## config.mk

```make
export PLATFORM = sky130hd
export DESIGN_NAME = fsm_escribir_rtc
export DESIGN_NICKNAME = d
export VERILOG_FILES = /design/src/rtl/fsm_escribir_rtc.sv
export SDC_FILE = /design/constraint.sdc
export NUM_CORES = 1
export LEC_CHECK = 0
export ABC_AREA = 1
export BUFFER_PORTS_ARGS = -buffer_cell sky130_fd_sc_hd__buf_2
export CORE_UTILIZATION = 46
export DETAILED_ROUTE_END_ITERATION = 16
export GPL_ROUTABILITY_DRIVEN = 0
export PLACE_DENSITY = 0.76
export SLEW_MARGIN = 0
export SYNTH_ARGS = -nofsm -noshare
export SYNTH_HDL_FRONTEND = slang
export SYNTH_SLANG_ARGS = --single-unit
```

## constraint.sdc

```tcl
create_clock -name clk -period 1.4 [get_ports clk]
set_clock_uncertainty 0.1 [all_clocks]
set_input_delay 0.28 -clock clk [delete_from_list [all_inputs] [get_ports clk]]
set_output_delay 0.28 -clock clk [all_outputs]
set_load 0.1 [all_outputs]
```

## src/rtl/fsm_escribir_rtc.sv

```systemverilog
// ============================================================================
//  Module   : fsm_escribir_rtc
//  Purpose  : Writes seven time bytes from RAM into an RTC over a multiplexed
//             address/data bus, one address phase plus one data phase per byte.
//  Revision : 1.0  initial release
// ============================================================================
`timescale 1ns/1ps
`default_nettype none

module fsm_escribir_rtc #(
    parameter int          T_STROBE  = 4,
    parameter logic [7:0]  ADDR_COM  = 8'hF0,
    parameter logic [7:0]  ADDR_SEG  = 8'h21,
    parameter logic [7:0]  ADDR_MIN  = 8'h22,
    parameter logic [7:0]  ADDR_HORA = 8'h23,
    parameter logic [7:0]  ADDR_DIA  = 8'h24,
    parameter logic [7:0]  ADDR_MES  = 8'h25,
    parameter logic [7:0]  ADDR_ANIO = 8'h26
) (
    input  logic       clk,
    input  logic       reset,
    input  logic       do_it_escribir,
    input  logic [7:0] ram_data_in,
    output logic       a_d,
    output logic       cs,
    output logic       rd,
    output logic       wr,
    output logic [7:0] bus_out,
    output logic       ram_to_rtc,
    output logic       rtc_to_ram,
    output logic [2:0] ram_addr,
    output logic       r_ram_enable,
    output logic       w_ram_enable,
    output logic       busy,
    output logic       done
);

    typedef enum logic [3:0] {
        S_IDLE     = 4'd0,
        S_A_SETUP  = 4'd1,
        S_A_STROBE = 4'd2,
        S_A_HOLD   = 4'd3,
        S_A_GAP    = 4'd4,
        S_D_SETUP  = 4'd5,
        S_D_STROBE = 4'd6,
        S_D_HOLD   = 4'd7,
        S_D_GAP    = 4'd8,
        S_DONE     = 4'd9,
        S_WAIT_REL = 4'd10
    } state_t;

    localparam logic [3:0] c_strobe_load = 4'(T_STROBE - 1);
    localparam logic [2:0] c_last_index  = 3'd6;

    state_t     r_state;
    state_t     w_state_next;
    logic [3:0] r_cnt;
    logic [2:0] r_index;
    logic [7:0] r_data;
    logic       w_load_cnt;
    logic       w_dec_cnt;
    logic [7:0] w_addr;

    always_ff @(posedge clk) begin
        if (reset) begin
            r_state <= S_IDLE;
            r_index <= 3'd0;
            r_cnt   <= 4'd0;
            r_data  <= 8'h00;
        end else begin
            r_state <= w_state_next;
            if (w_load_cnt) begin
                r_cnt <= c_strobe_load;
            end else if (w_dec_cnt) begin
                r_cnt <= r_cnt - 4'd1;
            end
            if (r_state == S_IDLE) begin
                r_index <= 3'd0;
            end else if (r_state == S_D_GAP && r_index != c_last_index) begin
                r_index <= r_index + 3'd1;
            end
            // RAM data is valid in the cycle after the read strobe issued in A_HOLD
            if (r_state == S_A_GAP) begin
                r_data <= ram_data_in;
            end
        end
    end

    always_comb begin
        w_state_next = r_state;
        w_load_cnt   = 1'b0;
        w_dec_cnt    = 1'b0;
        case (r_state)
            S_IDLE: begin
                if (!do_it_escribir) begin
                    w_state_next = S_A_SETUP;
                    w_load_cnt   = 1'b1;
                end
            end
            S_A_SETUP:  w_state_next = S_A_STROBE;
            S_A_STROBE: begin
                if (r_cnt == 4'd0) begin
                    w_state_next = S_A_HOLD;
                end else begin
                    w_dec_cnt = 1'b1;
                end
            end
            S_A_HOLD:   w_state_next = S_A_GAP;
            S_A_GAP: begin
                w_state_next = S_D_SETUP;
                w_load_cnt   = 1'b1;
            end
            S_D_SETUP:  w_state_next = S_D_STROBE;
            S_D_STROBE: begin
                if (r_cnt == 4'd0) begin
                    w_state_next = S_D_HOLD;
                end else begin
                    w_dec_cnt = 1'b1;
                end
            end
            S_D_HOLD:   w_state_next = S_D_GAP;
            S_D_GAP: begin
                if (r_index == c_last_index) begin
                    w_state_next = S_DONE;
                end else begin
                    w_state_next = S_A_SETUP;
                    w_load_cnt   = 1'b1;
                end
            end
            S_DONE:     w_state_next = S_WAIT_REL;
            S_WAIT_REL: begin
                if (do_it_escribir) begin
                    w_state_next = S_IDLE;
                end
            end
            default:    w_state_next = S_IDLE;
        endcase
    end

    always_comb begin
        case (r_index)
            3'd0:    w_addr = ADDR_COM;
            3'd1:    w_addr = ADDR_SEG;
            3'd2:    w_addr = ADDR_MIN;
            3'd3:    w_addr = ADDR_HORA;
            3'd4:    w_addr = ADDR_DIA;
            3'd5:    w_addr = ADDR_MES;
            default: w_addr = ADDR_ANIO;
        endcase
    end

    assign rd           = 1'b1;
    assign rtc_to_ram   = 1'b0;
    assign w_ram_enable = 1'b0;

    always_comb begin
        a_d          = 1'b1;
        cs           = 1'b1;
        wr           = 1'b1;
        bus_out      = 8'h00;
        ram_to_rtc   = 1'b0;
        ram_addr     = 3'd0;
        r_ram_enable = 1'b0;
        busy         = 1'b1;
        done         = 1'b0;
        case (r_state)
            S_A_SETUP, S_A_STROBE, S_A_HOLD: begin
                a_d        = 1'b0;
                cs         = 1'b0;
                wr         = (r_state != S_A_STROBE);
                bus_out    = w_addr;
                ram_to_rtc = 1'b1;
                if (r_state == S_A_HOLD) begin
                    r_ram_enable = 1'b1;
                    ram_addr     = r_index;
                end
            end
            S_D_SETUP, S_D_STROBE, S_D_HOLD: begin
                cs         = 1'b0;
                wr         = (r_state != S_D_STROBE);
                bus_out    = r_data;
                ram_to_rtc = 1'b1;
            end
            S_A_GAP, S_D_GAP: begin
            end
            S_DONE:  done = 1'b1;
            default: busy = 1'b0;
        endcase
    end

endmodule

`default_nettype wire
```

==> impl_metrics.csv, run 1 <==
group,metric,value,unit
outcome,status,"aborted with a tool error",
outcome,stop_stage,"clock tree synthesis",
outcome,stop_error,"[ERROR DPL-0033] detailed placement checks failed during check placement.",
clock_network,post_cts_buffers,13,
clock_network,root_buffer,"clkbuf_4",
logic_synthesis,synth_area_leaders,"dfxtp_1 (32%), nand2_1 (14%), nor2_1 (11%)",
clock_network,post_cts_resized,56,
logic_synthesis,synth_edf_count,0,
floorplanning,initial_core_util,0.4874,
placement,place_hpwl,3046,um
logic_synthesis,syn_inst,187,
clock_network,cts_hold_buffers,0,
floorplanning,die_width,53.23,um
logic_synthesis,yosysWarnings,0,
logic_synthesis,synth.most_common_cell,"nand2_1",
logic_synthesis,ys_types,25,
logic_synthesis,syn_area,1207,um2
logic_synthesis,synth_common_cells,"nand2_1 (45), nor2_1 (36), inv_1 (21)",
clock_network,clock_sinks,19,
logic_synthesis,syn_avg_cell_area,6.457,um2
logic_synthesis,synthFlopType,"dfxtp_1",
logic_synthesis,ys_async_sr_fraction,0,
logic_synthesis,yosys.area.top_type,"dfxtp_1",
placement,io_buffers,28,
placement,post_dp_cell_area,2137,um2
logic_synthesis,ys_seq_area_frac,0.3150,
floorplanning,io_pins,32,
clock_network,cts.path.max_buffers,2,
clock_network,cts_made_buffers,3,
logic_synthesis,ys_ff_latch,19,
clock_network,cts_max_level,1,
floorplanning,rows,18,
logic_synthesis,synth_top_area_share,0.3150,
floorplanning,die_y,53.23,um
[cell families after synthesis]
kind of cell	count (synthesis)	synth area share
and+or+nand+nor	110	0.4176
buffers and inverters	29	0.1078
AOI/OAI and AO/OA	20	0.08394
DFF	19	0.3150
adders and majority gates	6	0.06217
other	2	0.006220
xor gates and xnor gates	1	0.007255
[metrics by stage]
stage | instances | setup slack [ps]
2_1_floorplan | 188 | -1210
3_3_place_gp | 269 | -263.1
3_5_place_dp | 269 | -317.9
==> run 2, diff against run 1 <==
Settings changed: CORE_AREA from default to 2 2 63 65, CORE_UTILIZATION 46 to default, DIE_AREA from default to 0 0 65 67, PLACE_DENSITY 0.76 to default, PLACE_DENSITY_LB_ADDON from default to 0.15.
Clock period 1.4 ns to 1.8 ns, I/O delays scaled along.
==> run 2 against run 1 <==
Net effect: the flow now finishes, with violations (negative setup slack); area after synthesis stayed put; synthesized cell count stayed put.
==> impl_metrics.csv, run 2 <==
group,metric,value,unit
power,swShare,0.5449,
routing,vias_per_cell,4.511,
floorplanning,io_pins,32,
power,switching_power,1696,uW
setup_path,reg2reg_depth,9,
routing,drt-total-wl,3035,um
layout,drive_gt1_frac,0.4316,
timing,period_minus_slack,2011,ps
setup_path,critPathLaunchType,"register",
global_route,overflow,0,
global_route,track_usage,0.1564,
logic_synthesis,ys_ff_latch,19,
timing,slew_viol_final,0,
floorplanning,core_area,3606,um2
setup_path,critPathMaxFanout,4,
layout,diodes,0,
outcome,status,"finished, violations left",
power,power_density,1519,nW/um2
logic_synthesis,ys_seq_area_frac,0.3150,
worst_hold_path,holdPathStages,2,
routing,first_pass_iters,4,
power,p_int,1416,uW
outcome,violations,"negative setup slack",
routing,drtIter0Drc,23,
floorplanning,initial_core_util,0.3348,
clock_network,path_clk_slew,70,ps
setup_path,criticalPathCategory,"register to output port",
logic_synthesis,synth_edf_count,0,
logic_synthesis,syn_inst,187,
logic_synthesis,yosys.area.top_type,"dfxtp_1",
global_route,grt_pass1_vias,1170,
logic_synthesis,synth_area_leaders,"dfxtp_1 (32%), nand2_1 (14%), nor2_1 (11%)",
power,p_leak,0.0008948,uW
global_route,antenna_found_initial,0,
global_route,grt_pass1_wl,5271,um
logic_synthesis,synthFlopType,"dfxtp_1",
power,p_clk_frac,0.097,
logic_synthesis,synth.most_common_cell,"nand2_1",
floorplanning,rows,22,
timing,finalSetupViolations,6,
setup_path,required,1340,ps
power,ir_drop,1.466,mV
setup_path,critPathArrivalTime,1550,ps
placement,dp_slack,-85.53,ps
layout,areaGrowthSynthToFinish,69.74,%
clock_network,clock_sinks,19,
logic_synthesis,synth_common_cells,"nand2_1 (45), nor2_1 (36), inv_1 (21)",
timing,timing.final.hold_violations,0,
timing,fin_crit_sh,1.117,
setup_path,max_stage_delay,370,ps
worst_hold_path,holdCritPathClass,"primary input to register",
logic_synthesis,ys_async_sr_fraction,0,
layout,largestRegisters,"r_data (8), r_cnt (4), r_state (4)",
placement,place_hpwl,2284,um
clock_network,cts_made_buffers,3,
clock_network,cts.path.max_buffers,2,
routing,drc_errors,0,
routing,vias,1272,
layout,nets,252,
global_route,grt_max_degree,13,
logic_synthesis,yosysWarnings,0,
logic_synthesis,syn_avg_cell_area,6.457,um2
routing,ant_nets,0,
placement,io_buffers,28,
clock_network,clk_latency,260,ps
layout,n_fill_cell,350,
timing,whs,242.8,ps
routing,wl_per_cell,10.76,um
logic_synthesis,syn_area,1207,um2
setup_path,cp-end-kind,"output port",
setup_path,path_cells,"ha_4 > ha_4 > a21oi_4 > nand2_2 > o21ai_2 > nand2_2 > nand2_8 > buf_12",
timing,setup_slack,-211.1,ps
floorplanning,die_y,67,um
clock_network,cts_hold_buffers,0,
power,pwr-share-comb,0.729,
layout,regMostFlops,"r_data",
timing,fmax,497.2,MHz
logic_synthesis,synth_top_area_share,0.3150,
timing,rsz0062_at_grt,"true",
layout,mostFrequentLayoutCells,"nand2_1 (35), nor2_1 (28), buf_12 (18)",
logic_synthesis,ys_types,25,
layout,final_common_cell,"nand2_1",
clock_network,root_buffer,"clkbuf_8",
run,timing.max_cap.violations,0,
clock_network,cts_max_level,1,
power,pwr-share-seq,0.175,
clock_network,cts_tree,"built",
setup_path,crit_path_top_delay_cell,"dfxtp_4",
floorplanning,die_width,65,um
layout,largest_reg_flops,8,
floorplanning,dieArea,4355,um2
==> run 2: cell counts after synthesis <==
Identical to the previous run, type by type.
==> run 2: logic make-up (layout without fill, tap and decap cells) <==
kind of cell	after synthesis	in the layout	synth area share
xor+xnor	1	1	0.007255
flops	19	19	0.3150
compound gates	20	20	0.08394
simple gates	110	110	0.4176
other cells	2	3	0.006220
buf+inv	29	75	0.1078
fa+ha+maj	6	6	0.06217
==> run 2: power by group through the flow <==
| stage | clock, uW | combinational (uW) | sequential [uW] |
|---|---|---|---|
| after floorplan | 0 | 1420 | 549 |
| after global placement | 0 | 2160 | 544 |
| after detailed placement | 0 | 2170 | 546 |
| after CTS | 307 | 2240 | 542 |
| after global routing | 330 | 2390 | 555 |
| final | 300 | 2270 | 544 |
==> run 2: path summary, 6_finish.rpt <==
| kind | startpoint | to | slack, ps |
|---|---|---|---|
| worst max-delay path | r_index[1] | bus_out[2] | -210 |
| worst min-delay path | reset | r_state[2] | 240 |
| worst max register to register | r_index[0] | r_cnt[2] | 280 |
| worst min register to register | r_data[3] | r_data[3] | 370 |
==> run 2: through the flow <==
stage	instance area (um2)	utilization	instances	power (uW)	setup TNS, ps
3_5_place_dp	1842	0.5108	273	2715	-85.53
4_1_cts	1993	0.5527	279	3087	-589.5
5_1_grt	2049	0.5684	282	3277	-1126
3_3_place_gp	1842	0.5108	273	2706	-67.84
2_1_floorplan	1304	-	188	1972	-2375
6_report	2049	0.5684	282	3112	-722.9
==> run 2: what timing repair did <==
action | in CTS | in global routing
pin swaps | 5 | 8
buffers inserted | 2 | 3
endpoints found under the setup margin | 15 | 13
resized for setup | 30 | 11
==> run 2: final cells by class <==
cell class,instances,area [um2],area share
Inverter,24,98.84,0.04823
Tap cell,48,60.06,0.02930
Timing Repair Buffer,47,571.8,0.2790
Clock inverter,1,5.005,0.002442
Multi-Input combinational cell,140,877.1,0.4280
Clock buffer,3,41.29,0.02015
Sequential cell,19,395.4,0.1929
==> run 2: routing by layer <==
metal  GRT usage  vias up  share of wire
met2      0.2796       28           0.51
met5           0        -              0
li1            -      680              -
met3     0.02872        4          0.040
met1      0.1920      560           0.43
met4     0.03989        0          0.010
==> run 2: worst max-delay path, delay by kind of cell (launching register included) <==
| family | cells | cell delay (ps) |
|---|---|---|
| simple gates | 3 | 250 |
| buf+inv | 1 | 170 |
| compound gates | 2 | 190 |
| fa+ha+maj | 2 | 320 |
| flops | 1 | 370 |
No activity file was read; power rests on OpenSTA's default activity.
